File: config.mk
export PLATFORM = sky130hd
export DESIGN_NAME = vending_ctrl_p
export DESIGN_NICKNAME = d
export VERILOG_FILES = /design/src/rtl/vending_ctrl_p.sv
export SDC_FILE = /design/constraint.sdc
export NUM_CORES = 1
export LEC_CHECK = 0
export CORE_MARGIN = 2
export CORE_UTILIZATION = 35
export DETAILED_ROUTE_END_ITERATION = 6
export GPL_ROUTABILITY_DRIVEN = 0
export MAX_ROUTING_LAYER = met4
export PLACE_DENSITY_LB_ADDON = 0.08
export SKIP_CTS_REPAIR_TIMING = 1
export SYNTH_ARGS = -nofsm -noshare
export SYNTH_HDL_FRONTEND = slang
export SYNTH_SLANG_ARGS = --single-unit
export TNS_END_PERCENT = 30
File: constraint.sdc
create_clock -name clk -period 4.1 [get_ports clk]
set_clock_uncertainty 0.05 [all_clocks]
set_input_delay 0.41 -clock clk [delete_from_list [all_inputs] [get_ports clk]]
set_output_delay 0.41 -clock clk [all_outputs]
set_load 0.02 [all_outputs]
File: src/rtl/vending_ctrl_p.sv
// Vending machine controller: accumulates coin credit, vends one product, pays change/refunds coin by coin.
// Latency: every output is registered; each response appears one cycle after the input that caused it.
// Backpressure: change_valid holds with credit stable until change_ready; strobes outside EAT are refused or ignored.
module vending_ctrl_p #(
   parameter int VALUE_W     = 8,
   parameter int N_ITEMS     = 4,
   parameter int PRICE       = 25,
   parameter int MAX_CREDIT  = 100,
   parameter int CHANGE_COIN = 5,
   localparam int SEL_W      = (N_ITEMS > 1) ? $clog2(N_ITEMS) : 1
) (
   input  logic               clk,
   input  logic               rst,
   input  logic               coin_valid,
   input  logic [VALUE_W-1:0] coin_value,
   input  logic               sel_valid,
   input  logic [SEL_W-1:0]   sel_item,
   input  logic               cancel,
   input  logic [N_ITEMS-1:0] stock_empty,
   input  logic               change_ready,
   output logic               dispense_valid,
   output logic [SEL_W-1:0]   dispense_item,
   output logic               change_valid,
   output logic               coin_reject,
   output logic               sel_reject,
   output logic [VALUE_W-1:0] credit,
   output logic [3:0]         state
);

   typedef enum logic [3:0] {
      EAT    = 4'b0001,
      VEND   = 4'b0010,
      CHANGE = 4'b0100,
      REFUND = 4'b1000
   } state_t;

   localparam logic [VALUE_W:0]   MAX_X   = (VALUE_W+1)'(MAX_CREDIT);
   localparam logic [VALUE_W-1:0] PRICE_V = VALUE_W'(PRICE);
   localparam logic [VALUE_W-1:0] COIN_V  = VALUE_W'(CHANGE_COIN);

   state_t             state_q, nxt_state;
   logic [VALUE_W-1:0] credit_q, nxt_credit;
   logic [SEL_W-1:0]   item_q, nxt_item;
   logic               nxt_dv, nxt_cv, nxt_crj, nxt_srj;

   // Sum is one bit wider so an overflowing coin is caught rather than wrapped.
   logic [VALUE_W:0]   coin_sum;
   logic [VALUE_W-1:0] remain;
   logic [VALUE_W-1:0] give;
   logic               sel_ok;

   assign coin_sum = {1'b0, credit_q} + {1'b0, coin_value};
   assign remain   = credit_q - PRICE_V;
   assign give     = (credit_q < COIN_V) ? credit_q : COIN_V;
   assign sel_ok   = (32'(sel_item) < N_ITEMS) && (credit_q >= PRICE_V) && !stock_empty[sel_item];

   assign dispense_item = item_q;
   assign credit        = credit_q;
   assign state         = state_q;

   // State, credit and all output pulses are registered here; reset clears them asynchronously.
   always_ff @(posedge clk or posedge rst) begin
      if (rst) begin
         state_q        <= EAT;
         credit_q       <= '0;
         item_q         <= '0;
         dispense_valid <= 1'b0;
         change_valid   <= 1'b0;
         coin_reject    <= 1'b0;
         sel_reject     <= 1'b0;
      end else begin
         state_q        <= nxt_state;
         credit_q       <= nxt_credit;
         item_q         <= nxt_item;
         dispense_valid <= nxt_dv;
         change_valid   <= nxt_cv;
         coin_reject    <= nxt_crj;
         sel_reject     <= nxt_srj;
      end
   end

   // Next-state and next-output decode; in EAT cancel outranks selection, which outranks coins.
   always_comb begin
      nxt_state  = state_q;
      nxt_credit = credit_q;
      nxt_item   = item_q;
      nxt_dv     = 1'b0;
      nxt_cv     = 1'b0;
      nxt_crj    = 1'b0;
      nxt_srj    = 1'b0;
      case (state_q)
         EAT: begin
            if (cancel && (credit_q != '0)) begin
               nxt_state = REFUND;
               nxt_cv    = 1'b1;
               nxt_crj   = coin_valid;
            end else if (sel_valid) begin
               // A coin arriving alongside any selection is handed back untouched.
               nxt_crj = coin_valid;
               if (sel_ok) begin
                  nxt_state = VEND;
                  nxt_item  = sel_item;
                  nxt_dv    = 1'b1;
               end else begin
                  nxt_srj = 1'b1;
               end
            end else if (coin_valid) begin
               if (coin_sum <= MAX_X) begin
                  nxt_credit = coin_sum[VALUE_W-1:0];
               end else begin
                  nxt_crj = 1'b1;
               end
            end
         end
         VEND: begin
            nxt_crj    = coin_valid;
            nxt_credit = remain;
            if (remain != '0) begin
               nxt_state = CHANGE;
               nxt_cv    = 1'b1;
            end else begin
               nxt_state = EAT;
            end
         end
         CHANGE, REFUND: begin
            nxt_crj = coin_valid;
            if (credit_q == '0) begin
               nxt_state = EAT;
            end else if (change_valid && change_ready) begin
               nxt_credit = credit_q - give;
               if (credit_q == give) begin
                  nxt_state = EAT;
               end else begin
                  nxt_cv = 1'b1;
               end
            end else begin
               nxt_cv = 1'b1;
            end
         end
         default: begin
            nxt_state  = EAT;
            nxt_credit = '0;
         end
      endcase
   end

endmodule

# --- After elaboration in Yosys (flattened, before gate mapping) ---
# Index checks and enable logic that the tools add are counted.
word_totals:
  output_inout_bits: 18
  regBits: 18
op_classes:
  muxes: 37
  eq_ne: 15
  bitwise_logic: 1
  reduce_logical: 12
  order_cmp: 4
  n_addsub: 3
op_table:
  columns: ["op", "n"]
  rows:
  - ["8-bit 2-to-1 mux", 7]
  - ["4-bit 2-to-1 mux", 6]
  - ["8-bit case mux with 3 select lines", 1]
  - ["1-bit 2-to-1 mux", 18]
  - ["8-bit nonzero test", 2]
  - ["2-bit != test (second input constant)", 6]
  - ["3-bit != test (second input constant)", 4]
  - ["4-bit case mux with 3 select lines", 1]
  - ["8-bit by 8-bit adder with 9-bit output", 1]
  - ["9-bit by 7-bit less-or-equal comparator with 1-bit output (second input constant)", 1]
  - ["8-bit equality test", 1]
  - ["8-bit by 5-bit greater-or-equal comparator with 1-bit output (second input constant)", 1]
  - ["8-bit zero test", 1]
  - ["8-bit by 3-bit < comparator with 1-bit output (second input constant)", 1]
  - ["4-bit AND reduction", 2]
  - ["8-bit by 5-bit subtractor with 8-bit output (second input constant)", 1]
  - ["8-bit subtractor", 1]
  - ["6-bit AND reduction", 1]
  - ["4-bit by 1-bit equality test with 1-bit output (second input constant)", 1]
  - ["4-bit by 2-bit equality test with 1-bit output (second input constant)", 1]
  - ["4-bit by 3-bit equality test with 1-bit output (second input constant)", 1]
  - ["4-bit equality test (second input constant)", 1]
  - ["1-bit logical AND", 3]
  - ["2-bit by 3-bit < comparator with 1-bit output (second input constant)", 1]
  - ["other kinds (8)", 8]

# --- Logic depth before layout (Yosys ltp) ---
depth:
  word_depth: 8
  depth_mapped: 12

# --- Worst setup path before layout ---
# Ideal clock, no wire load.
synth_path:
  kind: "register to register"
  startpoint: "register credit_q[0] (netlist: credit[0])"
  endpoint: "register credit_q[2] (netlist: credit[2])"
  required_time_ps: 3925
  n_path_buf: 0
  path_slack_ps: 1145
  stages_incl_launch_ff: 9
  t_arrival_ps: 2780
  setup_time_ps: 125
  cell_sequence: "dfrtp_1 ha_1 fa_1 a21o_1 a221oi_1 a2bb2oi_1 nand4_4 o21ai_4 mux2_4"
synth_via:
  elab_chain_len: 6
  elab_cells_between_ends: 20
  cone_classes: "3 x add/sub; 2 x order compare; 3 x eq/ne; 8 x mux; 4 x reduce/logical"
synth_lines:
  columns: ["item", "line_no", "rtl"]
  rows:
  - ["start, declared", "42", "logic [VALUE_W-1:0] credit_q, nxt_credit;"]
  - ["start signal, assigned", "73", "credit_q <= nxt_credit;"]
  - ["8-bit by 3-bit < comparator with 1-bit output or 8-bit by 8-bit adder with 9-bit output (tied branches)", "54, 52", null]
  - ["8-bit 2-to-1 mux (on tied branches)", "54, 108", null]
  - ["8-bit subtractor or 8-bit 2-to-1 mux (tied branches)", "130, 107", null]
  - ["8-bit 2-to-1 mux (on tied branches)", "129, 97", null]
  - ["8-bit 2-to-1 mux (on tied branches)", "127, 93", null]
  - ["8-bit case mux with 3 select lines", "91", "case (state_q)"]
# Parallel ways exist; a longest one is shown, timed or not. The select of a mux whose other input is x is not followed.
# A chain may end at the register's enable or synchronous reset.

# --- Worst setup path after layout ---
# Ends and elaborated chain as after synthesis.

==> impl_results.md <==
- Status: completed
- Syn. warnings: 0
- Net Sw Frac: 0.506
- P_sw: 0.927 mW
- Seq pwr share: 0.210
- Crit path time final: 3130 ps
- Maximum clock rate: 319 MHz
- Worst Reg-to-Reg Cells: 8
- Fin Setup TNS: 0 ps
- Syn Inst Count: 214
- Final period utilization: 0.764
- Die Footprint: 5890 um2
- Register area share after synthesis: 0.244
- First-pass GRT wire length: 9230 um
- Mapped cell area: 1850 um2
- Clock network power share: 0.085
- Worst Tran Pin Value: 875 ps
- Area growth from synthesis to layout: 27.4%
- Post-synth EDFFs: 0
- Min Hold Slack: 466 ps
- Peak VDD IR: 0.309 mV
- Post-route DRC: 0
- Max Cap Viol: 0
- Nature of the critical path endpoint: flip-flop
- Number of global-route vias before repair: 1822
- Reg2reg end: credit[2]$_DFFE_PP0P_
- Worst R2R Start: credit[0]$_DFFE_PP0P_
- Rows: 26
- Hold Path End: dispense_item[0]$_DFFE_PP0P_
- Worst Setup Path Type: flip-flop to flip-flop
- Initial DRT Pass Iterations: 4
- Largest net degree at the start of global routing: 19
- Final std cells w/o fill: 321
- Die height: 76.8 um
- Total power per unit cell area: 776 nW/um2
- PnR Total Power: 1.83 mW
- Slew margin rel.: 0.408
- Starting Density: 0.363
- Routed len/inst: 17.1 um
- RSZ-0062 raised after global routing: no
- DP HPWL: 4130 um
- FF+latch count, synth: 18
- CP max stage cell: dfrtp_1
- Total routed wirelength: 5500 um
- Vias/cell: 5.79
- CP arrival: 3240 ps
- Core Area: 5110 um2
- FF-to-FF setup slack: 970 ps
- Syn Area/Cell: 8.66 um2
- Total GRT Usage: 0.198
- Slew Limit Fails: 0
- Top-level port count: 38
- CP required: 4210 ps
- Placed insts: 317
- CP max stage delay: 520 ps
- Clk sink count: 18
- Gr ovfl total: 0
- Max Root-Sink Buffers: 2
- Die width: 76.8 um
- P_leak: 0.956 nW
- CP Launch Type: flip-flop
- Count of different cell masters after synthesis: 65
- Hold path cells: 1
- FFs w/ async S/R, synth: 1.00
- Synth area leader: dfrtp_1
- Internal: 0.906 mW
- Ant diodes: 0
- Post-route ant nets: 0
- Antenna violations before repair: 0
- NumNets Final: 287
- Synth area leaders: dfrtp_1, ha_1, nor2_1
- Clk_lat worst skew: 260 ps
- Clk pin slew, worst setup/hold paths: 80 ps
- CTS tree: done
- # port buffers: 37
- Yosys top cell area share: 0.230
- Syn nets: 249
- TritonCTS Buffers: 3
- Fill cell count: 540
- Crit path max fanout: 10
- First DRT Iteration DRCs: 83
- Synth Flop Type: dfrtp_1
- Hold path startpoint: dispense_item[0]$_DFFE_PP0P_
- Via count: 1858
- Combinational share of power: 0.706
- Htree depth: 1
- Final Hold Fails: 0
- Hold crit path type: flip-flop to flip-flop
- Layout cells sized above 1: 0.0916
- Crit-path cells: ha_1 > fa_1 > a21o_1 > a221oi_1 > a2bb2oi_1 > nand4_4 > o21ai_4 > mux2_4
- Root buf cell: clkbuf_8
- Endpoints failing setup: 0
- Finished Core Util: 0.462
sequential cells by signal, summed over array words and instances, names as in the netlist:
| name | cells |
|---|---|
| credit | 8 |
| state | 4 |
| dispense_item | 2 |
| change_valid | 1 |
| coin_reject | 1 |
| dispense_valid | 1 |
| sel_reject | 1 |
through the flow:
step | instance area, um2 | setup WS (ps)
5_1_grt | 2360 | 741
2_1_floorplan | 1850 | 1140
3_3_place_gp | 2310 | 748
6_report | 2360 | 970
3_5_place_dp | 2310 | 703
4_1_cts | 2360 | 949
cells in the final DEF (no fill, tap or decap), types with 3 or more instances in the layout:
cell type	Yosys	routed
clkdlybuf4s50_1	0	37
a21o_1	5	5
o21ai_0	14	14
nor3b_1	3	3
dfrtp_1	17	17
o31ai_1	3	3
ha_1	14	14
and2_1	4	4
nand2b_1	3	3
clkbuf_8	0	4
nor3_1	11	11
nand2_1	9	9
inv_1	10	10
nor2_1	19	19
a31oi_1	4	4
buf_4	0	3
xnor2_1	6	6
a221oi_1	3	3
o21a_1	3	3
o22ai_1	3	3
mux2i_1	3	3
nand3_1	6	6
nor4b_1	3	3
a21oi_1	14	14
cells in the mapped netlist (2+ instances only):
library cell	count
a2111oi_0	2
ha_1	14
o21a_1	3
and3_1	2
a211oi_1	2
nand3_1	6
nor2_1	19
dfrtp_1	17
a211o_1	2
a21o_1	5
nor3_1	11
inv_1	10
and2_1	4
o21ai_0	14
nand2b_1	3
o32ai_1	2
xnor2_1	6
a21oi_1	14
nand2_1	9
or3_1	2
mux2i_1	3
nor3b_1	3
a31oi_1	4
a221oi_1	3
o31ai_1	3
clkbuf_1	5
nor4b_1	3
mux2_2	2
o22ai_1	3
nand3b_1	2
mux2_4	2
routing by layer:
| metal | routed length [um] | vias to the layer above | GRT usage |
|---|---|---|---|
| met5 | 0 | - | - |
| met4 | 49 | 0 | 0.0473 |
| met3 | 327 | 5 | 0.0212 |
| met2 | 2680 | 59 | 0.331 |
| met1 | 2440 | 891 | 0.256 |
| li1 | - | 903 | - |
how the worst max path moves through the flow:
stage                                startpoint                     to
final                     credit[0]$_DFFE_PP0P_  credit[2]$_DFFE_PP0P_
after global routing      credit[0]$_DFFE_PP0P_  credit[5]$_DFFE_PP0P_
after CTS                 credit[0]$_DFFE_PP0P_  credit[2]$_DFFE_PP0P_
after detailed placement          coin_value[0]  credit[2]$_DFFE_PP0P_
after global placement            coin_value[0]  credit[2]$_DFFE_PP0P_
after floorplan           credit[0]$_DFFE_PP0P_  credit[2]$_DFFE_PP0P_
final cells by class:
class                      count  area, um2  area share
sequential                    18        452       0.191
inverter                      10       37.5      0.0159
tap                           70       87.6      0.0371
clock buffer                   4       55.1      0.0233
multi-input combinational    179       1340       0.566
timing repair buffer          40        393       0.166
cells by family (layout without fill, tap and decap cells):
logic type / Yosys count / after routing / synth area share
muxes: 8 / 8 / 0.0567
xor gates and xnor gates: 7 / 7 / 0.0331
buffers and inverters: 17 / 54 / 0.0351
and+or+nand+nor: 74 / 74 / 0.230
adders and majority gates: 15 / 15 / 0.105
DFF: 18 / 18 / 0.244
AOI/OAI and AO/OA: 75 / 75 / 0.296
critical path: cells and delay by family (launching register included):
kind,cells,cell delay (ps)
flip-flops,1,520
AND/OR/NAND/NOR,1,190
adder cells (fa/ha/maj),2,680
multiplexers,1,320
AO/OA/AOI/OAI,4,1250
power by group through the flow:
stage / clock, mW / sequential, mW / combinational (mW)
floorplan: 0 / 0.403 / 0.860
global placement: 0 / 0.388 / 1.29
detailed placement: 0 / 0.386 / 1.28
CTS: 0.161 / 0.384 / 1.29
global route: 0.163 / 0.403 / 1.43
finish: 0.155 / 0.384 / 1.29
Note: power is estimated with default switching activity, not from simulation.
